`src/rtl/exec_flow_unit_pkg.sv`:
```
`default_nettype none
// ============================================================================
//  Module      : exec_flow_unit_pkg
//  Description : Shared widths and ALU function codes for the execute-stage
//                datapath slice (operand conditioning, ALU, flow control, PC).
//  Contents    : DATA_W, PC_W, alu_op_e (ALU_FWD .. ALU_ROR)
//  Revision    : 1.0  initial release
// ============================================================================
package exec_flow_unit_pkg;

    localparam int DATA_W = 8;
    localparam int PC_W   = 32;

    typedef enum logic [2:0] {
        ALU_FWD = 3'b000,
        ALU_ADD = 3'b001,
        ALU_AND = 3'b010,
        ALU_OR  = 3'b011,
        ALU_MUL = 3'b100,
        ALU_SLL = 3'b101,
        ALU_SRA = 3'b110,
        ALU_ROR = 3'b111
    } alu_op_e;

endpackage : exec_flow_unit_pkg
`default_nettype wire

```
`src/rtl/exec_flow_unit_if.sv`:
```
`default_nettype none
// ============================================================================
//  Module      : exec_flow_unit_if
//  Description : Bundle of operand, control and result signals between the
//                register file / control unit and the execute slice.
//  Modports    : slave  - execute slice (consumes operands, drives results)
//                master - control side (drives operands, observes results)
//  Revision    : 1.0  initial release
// ============================================================================
interface exec_flow_unit_if;
    import exec_flow_unit_pkg::*;

    logic              STALL;
    logic [DATA_W-1:0] DATA1;
    logic [DATA_W-1:0] DATA2;
    logic [DATA_W-1:0] IMMEDIATE;
    logic              SIGN_SELECT;
    logic              IMM_SELECT;
    logic [2:0]        ALUOP;
    logic              JUMP;
    logic              BRANCH;
    logic              BNE;
    logic [DATA_W-1:0] OFFSET;
    logic [DATA_W-1:0] ALURESULT;
    logic              ZERO;
    logic              FLOW_SELECT;
    logic [PC_W-1:0]   PC;

    modport slave (
        input  STALL, DATA1, DATA2, IMMEDIATE, SIGN_SELECT, IMM_SELECT,
               ALUOP, JUMP, BRANCH, BNE, OFFSET,
        output ALURESULT, ZERO, FLOW_SELECT, PC
    );

    modport master (
        output STALL, DATA1, DATA2, IMMEDIATE, SIGN_SELECT, IMM_SELECT,
               ALUOP, JUMP, BRANCH, BNE, OFFSET,
        input  ALURESULT, ZERO, FLOW_SELECT, PC
    );

endinterface : exec_flow_unit_if
`default_nettype wire

```
`src/rtl/exec_flow_unit_alu8.sv`:
```
`default_nettype none
// ============================================================================
//  Module      : alu8
//  Description : Purely combinational 8-bit ALU with zero flag.
//  Ports       : data1_i  - first operand
//                op2_i    - conditioned second operand
//                aluop_i  - function select
//                result_o - 8-bit result (wrap-around)
//                zero_o   - high when result_o == 0
//  Revision    : 1.0  initial release
// ============================================================================
module alu8
    import exec_flow_unit_pkg::*;
(
    input  logic [DATA_W-1:0] data1_i,
    input  logic [DATA_W-1:0] op2_i,
    input  alu_op_e           aluop_i,
    output logic [DATA_W-1:0] result_o,
    output logic              zero_o
);

    logic [DATA_W-1:0] w_result;
    logic [DATA_W-1:0] w_ror;

    // Rotate built from two shifts; with a zero amount the left shift by 8
    // clears all bits, leaving the operand unchanged.
    assign w_ror = (data1_i >> op2_i[2:0])
                 | (data1_i << (4'd8 - {1'b0, op2_i[2:0]}));

    always_comb begin
        w_result = '0;
        case (aluop_i)
            ALU_FWD: w_result = op2_i;
            ALU_ADD: w_result = data1_i + op2_i;
            ALU_AND: w_result = data1_i & op2_i;
            ALU_OR:  w_result = data1_i | op2_i;
            ALU_MUL: w_result = data1_i * op2_i;
            // Shift amounts use 4 bits; bit 3 set means the whole byte is
            // shifted out.
            ALU_SLL: w_result = op2_i[3] ? '0 : (data1_i << op2_i[2:0]);
            ALU_SRA: w_result = op2_i[3] ? {DATA_W{data1_i[DATA_W-1]}}
                                         : DATA_W'($signed(data1_i) >>> op2_i[2:0]);
            ALU_ROR: w_result = w_ror;
            default: w_result = '0;
        endcase
    end

    assign result_o = w_result;
    assign zero_o   = (w_result == '0);

endmodule : alu8
`default_nettype wire

```
`src/rtl/exec_flow_unit.sv`:
```
`default_nettype none
// ============================================================================
//  Module      : exec_flow_unit
//  Description : Execute-stage slice: second-operand conditioning (negate /
//                immediate), 8-bit ALU, branch/jump decision and the 32-bit
//                program counter with stall.
//  Ports       : CLK   - clock, PC updates on rising edge
//                RESET - asynchronous active-low reset (PC -> 0)
//                bus   - exec_flow_unit_if.slave: operands, controls,
//                        ALURESULT / ZERO / FLOW_SELECT / PC
//  Revision    : 1.0  initial release
// ============================================================================
module exec_flow_unit
    import exec_flow_unit_pkg::*;
(
    input  logic              CLK,
    input  logic              RESET,
    exec_flow_unit_if.slave   bus
);

    logic [DATA_W-1:0] w_negated;
    logic [DATA_W-1:0] w_op2;
    logic [DATA_W-1:0] w_result;
    logic              w_zero;
    logic              w_flow;
    logic [PC_W-1:0]   w_pc_plus4;
    logic [PC_W-1:0]   w_target;
    logic [PC_W-1:0]   pc_d;
    logic [PC_W-1:0]   pc_q;

    // Two's complement mod 256: 0x80 and 0x00 map to themselves.
    assign w_negated = ~bus.DATA2 + 8'd1;

    // Immediate select wins over the negate path.
    assign w_op2 = bus.IMM_SELECT  ? bus.IMMEDIATE :
                   bus.SIGN_SELECT ? w_negated     : bus.DATA2;

    alu8 u_alu8 (
        .data1_i  (bus.DATA1),
        .op2_i    (w_op2),
        .aluop_i  (alu_op_e'(bus.ALUOP)),
        .result_o (w_result),
        .zero_o   (w_zero)
    );

    // beq/bne subtract via the negate path; ZERO then means "operands equal".
    assign w_flow = bus.JUMP | (bus.BRANCH & (w_zero ^ bus.BNE));

    // OFFSET is a signed word count; shift to bytes after sign extension.
    assign w_pc_plus4 = pc_q + 32'd4;
    assign w_target   = w_pc_plus4 + {{(PC_W-DATA_W-2){bus.OFFSET[DATA_W-1]}},
                                      bus.OFFSET, 2'b00};

    assign pc_d = bus.STALL ? pc_q : (w_flow ? w_target : w_pc_plus4);

    always_ff @(posedge CLK or negedge RESET) begin
        if (!RESET) begin
            pc_q <= '0;
        end else begin
            pc_q <= pc_d;
        end
    end

    assign bus.ALURESULT   = w_result;
    assign bus.ZERO        = w_zero;
    assign bus.FLOW_SELECT = w_flow;
    assign bus.PC          = pc_q;

endmodule : exec_flow_unit
`default_nettype wire

```
`src/flat_wrapper.sv`:
```
// flat-port wrapper written by rule: the top's interface ports become plain ports
module exec_flow_unit_flat import exec_flow_unit_pkg::*;
  (CLK, RESET, bus_STALL, bus_DATA1, bus_DATA2, bus_IMMEDIATE, bus_SIGN_SELECT, bus_IMM_SELECT, bus_ALUOP, bus_JUMP, bus_BRANCH, bus_BNE, bus_OFFSET, bus_ALURESULT, bus_ZERO, bus_FLOW_SELECT, bus_PC);
  exec_flow_unit_if bus_i ();
  input  logic CLK;
  input  logic RESET;
  input wire logic [$bits(bus_i.STALL)-1:0] bus_STALL;
  input wire logic [$bits(bus_i.DATA1)-1:0] bus_DATA1;
  input wire logic [$bits(bus_i.DATA2)-1:0] bus_DATA2;
  input wire logic [$bits(bus_i.IMMEDIATE)-1:0] bus_IMMEDIATE;
  input wire logic [$bits(bus_i.SIGN_SELECT)-1:0] bus_SIGN_SELECT;
  input wire logic [$bits(bus_i.IMM_SELECT)-1:0] bus_IMM_SELECT;
  input wire logic [$bits(bus_i.ALUOP)-1:0] bus_ALUOP;
  input wire logic [$bits(bus_i.JUMP)-1:0] bus_JUMP;
  input wire logic [$bits(bus_i.BRANCH)-1:0] bus_BRANCH;
  input wire logic [$bits(bus_i.BNE)-1:0] bus_BNE;
  input wire logic [$bits(bus_i.OFFSET)-1:0] bus_OFFSET;
  output wire logic [$bits(bus_i.ALURESULT)-1:0] bus_ALURESULT;
  output wire logic [$bits(bus_i.ZERO)-1:0] bus_ZERO;
  output wire logic [$bits(bus_i.FLOW_SELECT)-1:0] bus_FLOW_SELECT;
  output wire logic [$bits(bus_i.PC)-1:0] bus_PC;
  assign bus_i.STALL = bus_STALL;
  assign bus_i.DATA1 = bus_DATA1;
  assign bus_i.DATA2 = bus_DATA2;
  assign bus_i.IMMEDIATE = bus_IMMEDIATE;
  assign bus_i.SIGN_SELECT = bus_SIGN_SELECT;
  assign bus_i.IMM_SELECT = bus_IMM_SELECT;
  assign bus_i.ALUOP = bus_ALUOP;
  assign bus_i.JUMP = bus_JUMP;
  assign bus_i.BRANCH = bus_BRANCH;
  assign bus_i.BNE = bus_BNE;
  assign bus_i.OFFSET = bus_OFFSET;
  assign bus_ALURESULT = bus_i.ALURESULT;
  assign bus_ZERO = bus_i.ZERO;
  assign bus_FLOW_SELECT = bus_i.FLOW_SELECT;
  assign bus_PC = bus_i.PC;
  exec_flow_unit u_core (.CLK(CLK), .RESET(RESET), .bus(bus_i));
endmodule
```
`config.mk`:
```
export PLATFORM = sky130hd
export DESIGN_NAME = exec_flow_unit_flat
export DESIGN_NICKNAME = d
export VERILOG_FILES = /design/src/rtl/exec_flow_unit_pkg.sv /design/src/rtl/exec_flow_unit_if.sv /design/src/rtl/exec_flow_unit_alu8.sv /design/src/rtl/exec_flow_unit.sv /design/src/flat_wrapper.sv
export SDC_FILE = /design/constraint.sdc
export NUM_CORES = 1
export LEC_CHECK = 0
export BUFFER_PORTS_ARGS = -buffer_cell sky130_fd_sc_hd__buf_2
export CAP_MARGIN = 20
export CORE_MARGIN = 2
export CORE_UTILIZATION = 55
export CTS_CLUSTER_SIZE = 28
export DETAILED_ROUTE_END_ITERATION = 8
export PLACE_DENSITY = 0.77
export SLEW_MARGIN = 20
export SYNTH_ARGS = -nofsm -noshare
export SYNTH_HDL_FRONTEND = slang
export SYNTH_SLANG_ARGS = --single-unit
```
`constraint.sdc`:
```
create_clock -name CLK -period 6.8 [get_ports CLK]
set_input_delay 0 -clock CLK [delete_from_list [all_inputs] [get_ports CLK]]
set_output_delay 0 -clock CLK [all_outputs]
set_load 0.05 [all_outputs]
```
After elaboration in Yosys (flattened, before gate mapping) --
Index checks and enable logic that the tools add are counted.
Storage, ports and cells: bits in registers 32, bits in latches 0, RAM bits 0, bits in read-only memories 0, input bits 43, output and inout port bits 42, memories 0
Operators by class: add/subtract/negate cells 5, $mul 1, div/mod/pow operators 0, order comparisons 0, equal/unequal tests 7, shifts and indexed selects 4, mux-type cells 6, bitwise operators 7, reductions and logical operators 2
Operators with widths (number):
- $pmux 8 s8 | 1
- $add 32x3->32 const B | 1
- $add 32x32->32 | 1
- $mux 32 | 1
- $mux 8 | 4
- $or 8x8->8 | 2
- $eq 3x3->1 const B | 4
- $add 8x1->8 const B | 1
- $add 8x8->8 | 1
- $and 8x8->8 | 1
- $logic_not 8->1 | 1
- $mul 8x8->8 | 1
- $not 8->8 | 1
- $shl 8x3->8 | 1
- $shl 8x4->8 | 1
- $shr 8x3->8 | 1
- $sshr 8x3->8 | 1
- $eq 3x2->1 const B | 2
- $sub 4x3->4 const A | 1
- $eq 3x1->1 const B | 1
- $logic_not 3->1 | 1
- $and 1x1->1 | 1
- $or 1x1->1 | 1
- $xor 1x1->1 | 1

Logic depth before layout (Yosys ltp) --
depth after elaboration 13, gate-level depth with buffers 28, mapped depth without buffers 26

Cells and area by module --
Synthesis repeated with hierarchy kept, for this count alone.
Unflattened totals: cells, all modules 881, area, all modules 6786.5 µm²
By module, submodules not included:
- exec_flow_unit | times used 1, cells each 514, area an instance 3978.8 µm², sequential area each 750.7 µm²
- alu8 | times used 1, cells each 367, area an instance 2807.7 µm², sequential area each 0.0 µm²

Worst setup path before layout --
No wires, ideal clock.
kind input -> register, from input bus_DATA2[0], to register u_core.pc_q[11], in the netlist u_core.bus.PC[11], setup time 143 ps, arrival 6052 ps, required time 6657 ps, path slack 604 ps, cell stages on the path 28, buffers on the path 2, path through inv_1 -> ha_1 -> and4bb_4 -> a211oi_4 -> buf_2 -> ha_1 -> inv_1 -> fa_1 -> inv_1 -> fa_1 -> ha_1 -> inv_1 -> fa_1 -> inv_1 -> ha_1 -> a21o_1 -> a21oi_1 -> xnor2_1 -> xnor2_1 -> xnor3_1 -> xnor3_1 -> a2111oi_0 -> and4_1 -> nor3_4 -> inv_4 -> buf_4 -> mux2i_1 -> mux2i_1
On the way: longest elaborated chain between the ends 13, elaborated cells between the ends (all ways) 22, classes of those cells add/sub: 3; mul: 1; shift: 4; mux: 6; bitwise: 7; reduce/logical: 1
RTL lines:
- start: declaration | line flat_wrapper.sv:9 | input wire logic [$bits(bus_i.DATA2)-1:0] bus_DATA2;
- $not 8->8 | line exec_flow_unit.sv:32 | assign w_negated = ~bus.DATA2 + 8'd1;
- $add 8x1->8 | line exec_flow_unit.sv:32
- $mux 8 * | line exec_flow_unit.sv:36 | bus.SIGN_SELECT ? w_negated : bus.DATA2;
- $mux 8 * | line exec_flow_unit.sv:35 | assign w_op2 = bus.IMM_SELECT ? bus.IMMEDIATE :
- parallel branches: the longest is 3 deep, another holds $mul 8x8->8
- $pmux 8 s8 * | line exec_flow_unit_alu8.sv:32 | case (aluop_i)
- $logic_not 8->1 * | line exec_flow_unit_alu8.sv:49 | assign zero_o = (w_result == '0);
- $xor 1x1->1 * | line exec_flow_unit.sv:47 | assign w_flow = bus.JUMP | (bus.BRANCH & (w_zero ^ bus.BNE));
- $and 1x1->1 * | line exec_flow_unit.sv:47
- $or 1x1->1 * | line exec_flow_unit.sv:47
- named net bus_FLOW_SELECT | line flat_wrapper.sv:20 | output wire logic [$bits(bus_i.FLOW_SELECT)-1:0] bus_FLOW_SELECT;
- $mux 32 * | line exec_flow_unit.sv:54 | assign pc_d = bus.STALL ? pc_q : (w_flow ? w_target : w_pc_plus4);
- end signal: assignment | line exec_flow_unit.sv:60 | pc_q <= pc_d;
- end: declaration | line exec_flow_unit.sv:29 | logic [PC_W-1:0] pc_q;
Mark *: on every way through the listed nets, which the timed path passes. A chain may end at the register's enable or synchronous reset.

Final worst setup path --
from input bus_DATA2[0], to output bus_FLOW_SELECT
On the way: longest elaborated chain between the ends 12, elaborated cells between the ends (all ways) 21, classes of those cells add/sub: 3; mul: 1; shift: 4; mux: 5; bitwise: 7; reduce/logical: 1
RTL lines (line):
- $not 8->8 | exec_flow_unit.sv:32
- $add 8x1->8 | exec_flow_unit.sv:32
- $mux 8 * | exec_flow_unit.sv:36
- $mux 8 * | exec_flow_unit.sv:35
- parallel branches: the longest is 3 deep, another holds $mul 8x8->8
- $pmux 8 s8 * | exec_flow_unit_alu8.sv:32
- $logic_not 8->1 * | exec_flow_unit_alu8.sv:49
- $xor 1x1->1 * | exec_flow_unit.sv:47
- $and 1x1->1 * | exec_flow_unit.sv:47
- $or 1x1->1 * | exec_flow_unit.sv:47
- end: declaration | flat_wrapper.sv:20
Every way passes the cells marked *.

==> qor.log <==
INFO  global_routing antenna_found_initial=1
INFO  logic_synthesis synth-edff-count=0
INFO  clocking       library_cell_used_as_clock_root_buffer=sky130_fd_sc_hd__clkbuf_16
INFO  routing        vias=6640
INFO  logic_synthesis mappedNetlistArea=6470µm²
INFO  clocking       cts_tree=done
INFO  sta            final_min_period_over_clock_period=0.936
INFO  global_routing globalRouteOverflowTotal=0
INFO  sta            setup-violations-final=0
INFO  clocking       clock_tree.htree_level_count=2
INFO  global_routing grt_usage=0.295
INFO  floorplan      core_area=11500µm²
INFO  global_routing grt_pass1_vias=6322
INFO  critical_path  crit_required=6800ps
INFO  floorplan      die_height=112µm
INFO  critical_path  timing.critical_path.slowest_cell_delay=530ps
INFO  routing        detail_route.wirelength=18700µm
INFO  cells_and_area syn2layout_area_growth=11.6%
INFO  power          vdd_drop_max=0.294mV
INFO  power          p_leak=3.50nW
INFO  critical_path  r2r_setup_slack=1600ps
INFO  routing        avgViaCountPerCell=6.23
INFO  critical_path  crit_type=in -> out
INFO  clocking       clock_latency=280ps
INFO  placement      place.gp.congestion=1.01
INFO  sta            timing.setup.tns=0ps
INFO  routing        routed_wire_length_per_instance=17.6µm
INFO  global_routing grt_first_pass_wirelength=31000µm
INFO  critical_path  setup.worst_path.start_class=input pin
INFO  critical_path  worst_path_max_delay_cell=sky130_fd_sc_hd__fa_1
INFO  sta            finalClockSkew=3.14ps
INFO  cells_and_area drive_above_1_share=0.149
INFO  logic_synthesis ys_ff_latch=30
INFO  cells_and_area commonest_non_fill_non_tap_cells_in_the_layout=sky130_fd_sc_hd__inv_1 (82), sky130_fd_sc_hd__buf_2 (82), sky130_fd_sc_hd__nand2_1 (81)
INFO  logic_synthesis asyncSetResetFlopFracSynth=1.00
INFO  critical_path  setup_crit_start=bus_DATA2[0]
INFO  logic_synthesis synthDistinctLibCells=75
INFO  placement      hpwlAfterDp=14300µm
INFO  outcome        outcome=complete, no violations
INFO  cells_and_area fraction_of_the_core_area_covered_by_cells_at_the_end_of_the_flow=0.629
INFO  critical_path  path_common_cell=sky130_fd_sc_hd__inv_1
INFO  run            max_cap_viols=0
INFO  placement      io_buffer_count=82
INFO  worst_hold_path timing.hold.worst.class=in -> reg
INFO  logic_synthesis syn-instance-count=848
INFO  critical_path  timing.critical_path.arrival=6360ps
INFO  global_routing grt_max_degree=49
INFO  floorplan      ios=85
INFO  floorplan      initial_core_util=0.564
INFO  logic_synthesis synth_flop_cell=sky130_fd_sc_hd__dfrtp_1
INFO  worst_hold_path hp-start=bus_OFFSET[1]
INFO  sta            finalHoldViolCount=0
INFO  floorplan      die_w=112µm
INFO  clocking       cts.reportedPaths.clkPinSlew=50ps
INFO  placement      placement.setup.worst_slack=32.9ps
INFO  sta            whs=249ps
INFO  power          power-per-cell-area=387nW/µm²
INFO  sta            number_of_pins_with_negative_max_slew_slack_in_the_final_report=0
INFO  floorplan      dieArea=12600µm²
INFO  sta            rsz_0062_raised_after_global_routing=false
INFO  sta            final_period_minus_worst_setup_slack=6360ps
INFO  cells_and_area num-nets-final=1043
INFO  sta            clock.fmax=157MHz
INFO  critical_path  end_kind=output pin
INFO  critical_path  crit_family=adder cells
INFO  logic_synthesis synthesis.area_per_instance=7.63µm²
INFO  routing        drt-initial-drc-count=459
INFO  clocking       numCtsBuffers=5
INFO  logic_synthesis yosysWarnings=0
INFO  routing        first_pass_iters=8
INFO  routing        route.antenna.remaining_nets=0
INFO  critical_path  timing.rr.start=u_core.bus.PC[2]
INFO  clocking       max-clock-path-buffers=2
INFO  critical_path  worst-path-max-fanout=16
INFO  routing        detail_route.drc_violations=0
INFO  logic_synthesis ys_seq_area_frac=0.116
INFO  critical_path  critical_path_buf_inv_count=9
INFO  cells_and_area fillers=1041
INFO  floorplan      rows=39
INFO  cells_and_area diodes=0
INFO  sta            finalWorstSetupSlack=436ps
INFO  sta            slew_headroom=0.321
INFO  cells_and_area largest_register_ff_count=30
INFO  clocking       numClockSinks=30
INFO  sta            tightestPinTransition=1010ps
==> worst reg2reg max path, delay by kind of cell, from the launching register on <==
family | cells | cell delay (ps)
AO/OA/AOI/OAI | 7 | 1270
XOR/XNOR | 2 | 430
adder cells (fa/ha/maj) | 2 | 590
flip-flops | 1 | 420
AND/OR/NAND/NOR | 10 | 2320
==> synthesized netlist by cell type (3+ instances only) <==
master,instances,area share
sky130_fd_sc_hd__inv_1,82,0.048
sky130_fd_sc_hd__nand2_1,81,0.047
sky130_fd_sc_hd__ha_1,65,0.13
sky130_fd_sc_hd__a21oi_1,61,0.047
sky130_fd_sc_hd__nor2_1,58,0.034
sky130_fd_sc_hd__xnor2_1,52,0.070
sky130_fd_sc_hd__mux2i_1,42,0.065
sky130_fd_sc_hd__nand3_1,32,0.025
sky130_fd_sc_hd__dfrtp_1,30,0.12
sky130_fd_sc_hd__o21ai_0,28,0.022
sky130_fd_sc_hd__a21o_1,24,0.028
sky130_fd_sc_hd__clkbuf_1,22,0.013
sky130_fd_sc_hd__xor2_1,19,0.026
sky130_fd_sc_hd__nor3_1,15,0.012
sky130_fd_sc_hd__fa_1,14,0.043
sky130_fd_sc_hd__o22ai_1,13,0.013
sky130_fd_sc_hd__a211oi_1,12,0.014
sky130_fd_sc_hd__and3_1,12,0.012
sky130_fd_sc_hd__nand2b_1,11,0.011
sky130_fd_sc_hd__a31oi_1,9,0.0087
sky130_fd_sc_hd__nand4_1,9,0.0087
sky130_fd_sc_hd__o211ai_1,9,0.010
sky130_fd_sc_hd__o21a_1,8,0.0093
sky130_fd_sc_hd__buf_2,7,0.0054
sky130_fd_sc_hd__mux2_2,7,0.012
sky130_fd_sc_hd__o2111ai_1,7,0.0095
sky130_fd_sc_hd__o22a_1,7,0.0095
sky130_fd_sc_hd__buf_4,6,0.0070
sky130_fd_sc_hd__nor2b_1,6,0.0058
sky130_fd_sc_hd__nor4_1,6,0.0058
sky130_fd_sc_hd__and4_1,5,0.0068
sky130_fd_sc_hd__mux2_1,5,0.0087
sky130_fd_sc_hd__o21bai_1,5,0.0058
sky130_fd_sc_hd__o32a_1,5,0.0077
sky130_fd_sc_hd__or3_1,5,0.0048
sky130_fd_sc_hd__a221oi_1,4,0.0054
sky130_fd_sc_hd__o221ai_1,4,0.0054
sky130_fd_sc_hd__or2_2,4,0.0039
sky130_fd_sc_hd__a2111oi_0,3,0.0041
sky130_fd_sc_hd__inv_2,3,0.0017
sky130_fd_sc_hd__mux4_2,3,0.010
sky130_fd_sc_hd__o311ai_0,3,0.0041
sky130_fd_sc_hd__o31a_1,3,0.0041
sky130_fd_sc_hd__o31ai_1,3,0.0035
sky130_fd_sc_hd__xnor3_1,3,0.010
==> layout make-up <==
class                           instances  area (µm²)  area share
Multi-Input combinational cell        696        5230       0.725
Sequential cell                        30         751       0.104
Timing Repair Buffer                  102         563      0.0780
Inverter                               86         328      0.0454
Tap cell                              143         179      0.0248
Clock buffer                            8         166      0.0231
==> worst paths after layout <==
| check | endpoint | cells after the start |
|---|---|---|
| max in group asynchronous | u_core.bus.PC[9] | 2 |
| max reg2reg | u_core.bus.PC[31] | 21 |
| min reg2reg | u_core.bus.PC[3] | 2 |
| max | bus_FLOW_SELECT | 27 |
| min in group asynchronous | u_core.bus.PC[28] | 2 |
| min | u_core.bus.PC[3] | 4 |
==> per-stage QoR <==
stage | power, mW | cell area, µm² | cells
floorplan | 2.07 | 6470 | 849
global placement | 2.49 | 7020 | 1054
finish | 2.79 | 7220 | 1065
CTS | 2.78 | 7200 | 1063
global route | 3.02 | 7220 | 1065
detailed placement | 2.51 | 7020 | 1054
==> cell families after synthesis <==
| family | count (synthesis) | share of synthesized area |
|---|---|---|
| buffers and inverters | 123 | 0.0766 |
| AO/OA/AOI/OAI | 229 | 0.243 |
| flip-flops | 30 | 0.116 |
| AND/OR/NAND/NOR | 255 | 0.192 |
| adder cells (fa/ha/maj) | 79 | 0.169 |
| other | 1 | 0.000580 |
| XOR/XNOR | 74 | 0.107 |
| multiplexers | 57 | 0.0964 |
==> what timing repair did <==
item	in CTS	in global routing
hold endpoints to repair	30	0
gates resized for setup	0	3
buffers inserted	0	2
setup endpoints to repair	0	17
hold buffers	1	0
==> routing by layer <==
| layer | wire length [µm] | up-vias | track usage |
|---|---|---|---|
| met5 | 8 | - | 0 |
| met4 | 338 | 2 | 0.0837 |
| met3 | 1590 | 41 | 0.0383 |
| met2 | 8820 | 325 | 0.495 |
| met1 | 7980 | 3059 | 0.401 |
| li1 | - | 3213 | - |
==> where the power goes <==
group | switching, mW | total [mW] | internal [mW]
clock network | 0.0843 | 0.250 | 0.166
logic | 1.30 | 2.15 | 0.846
registers | 0.126 | 0.397 | 0.271
Power figures use the tool's default switching activity.
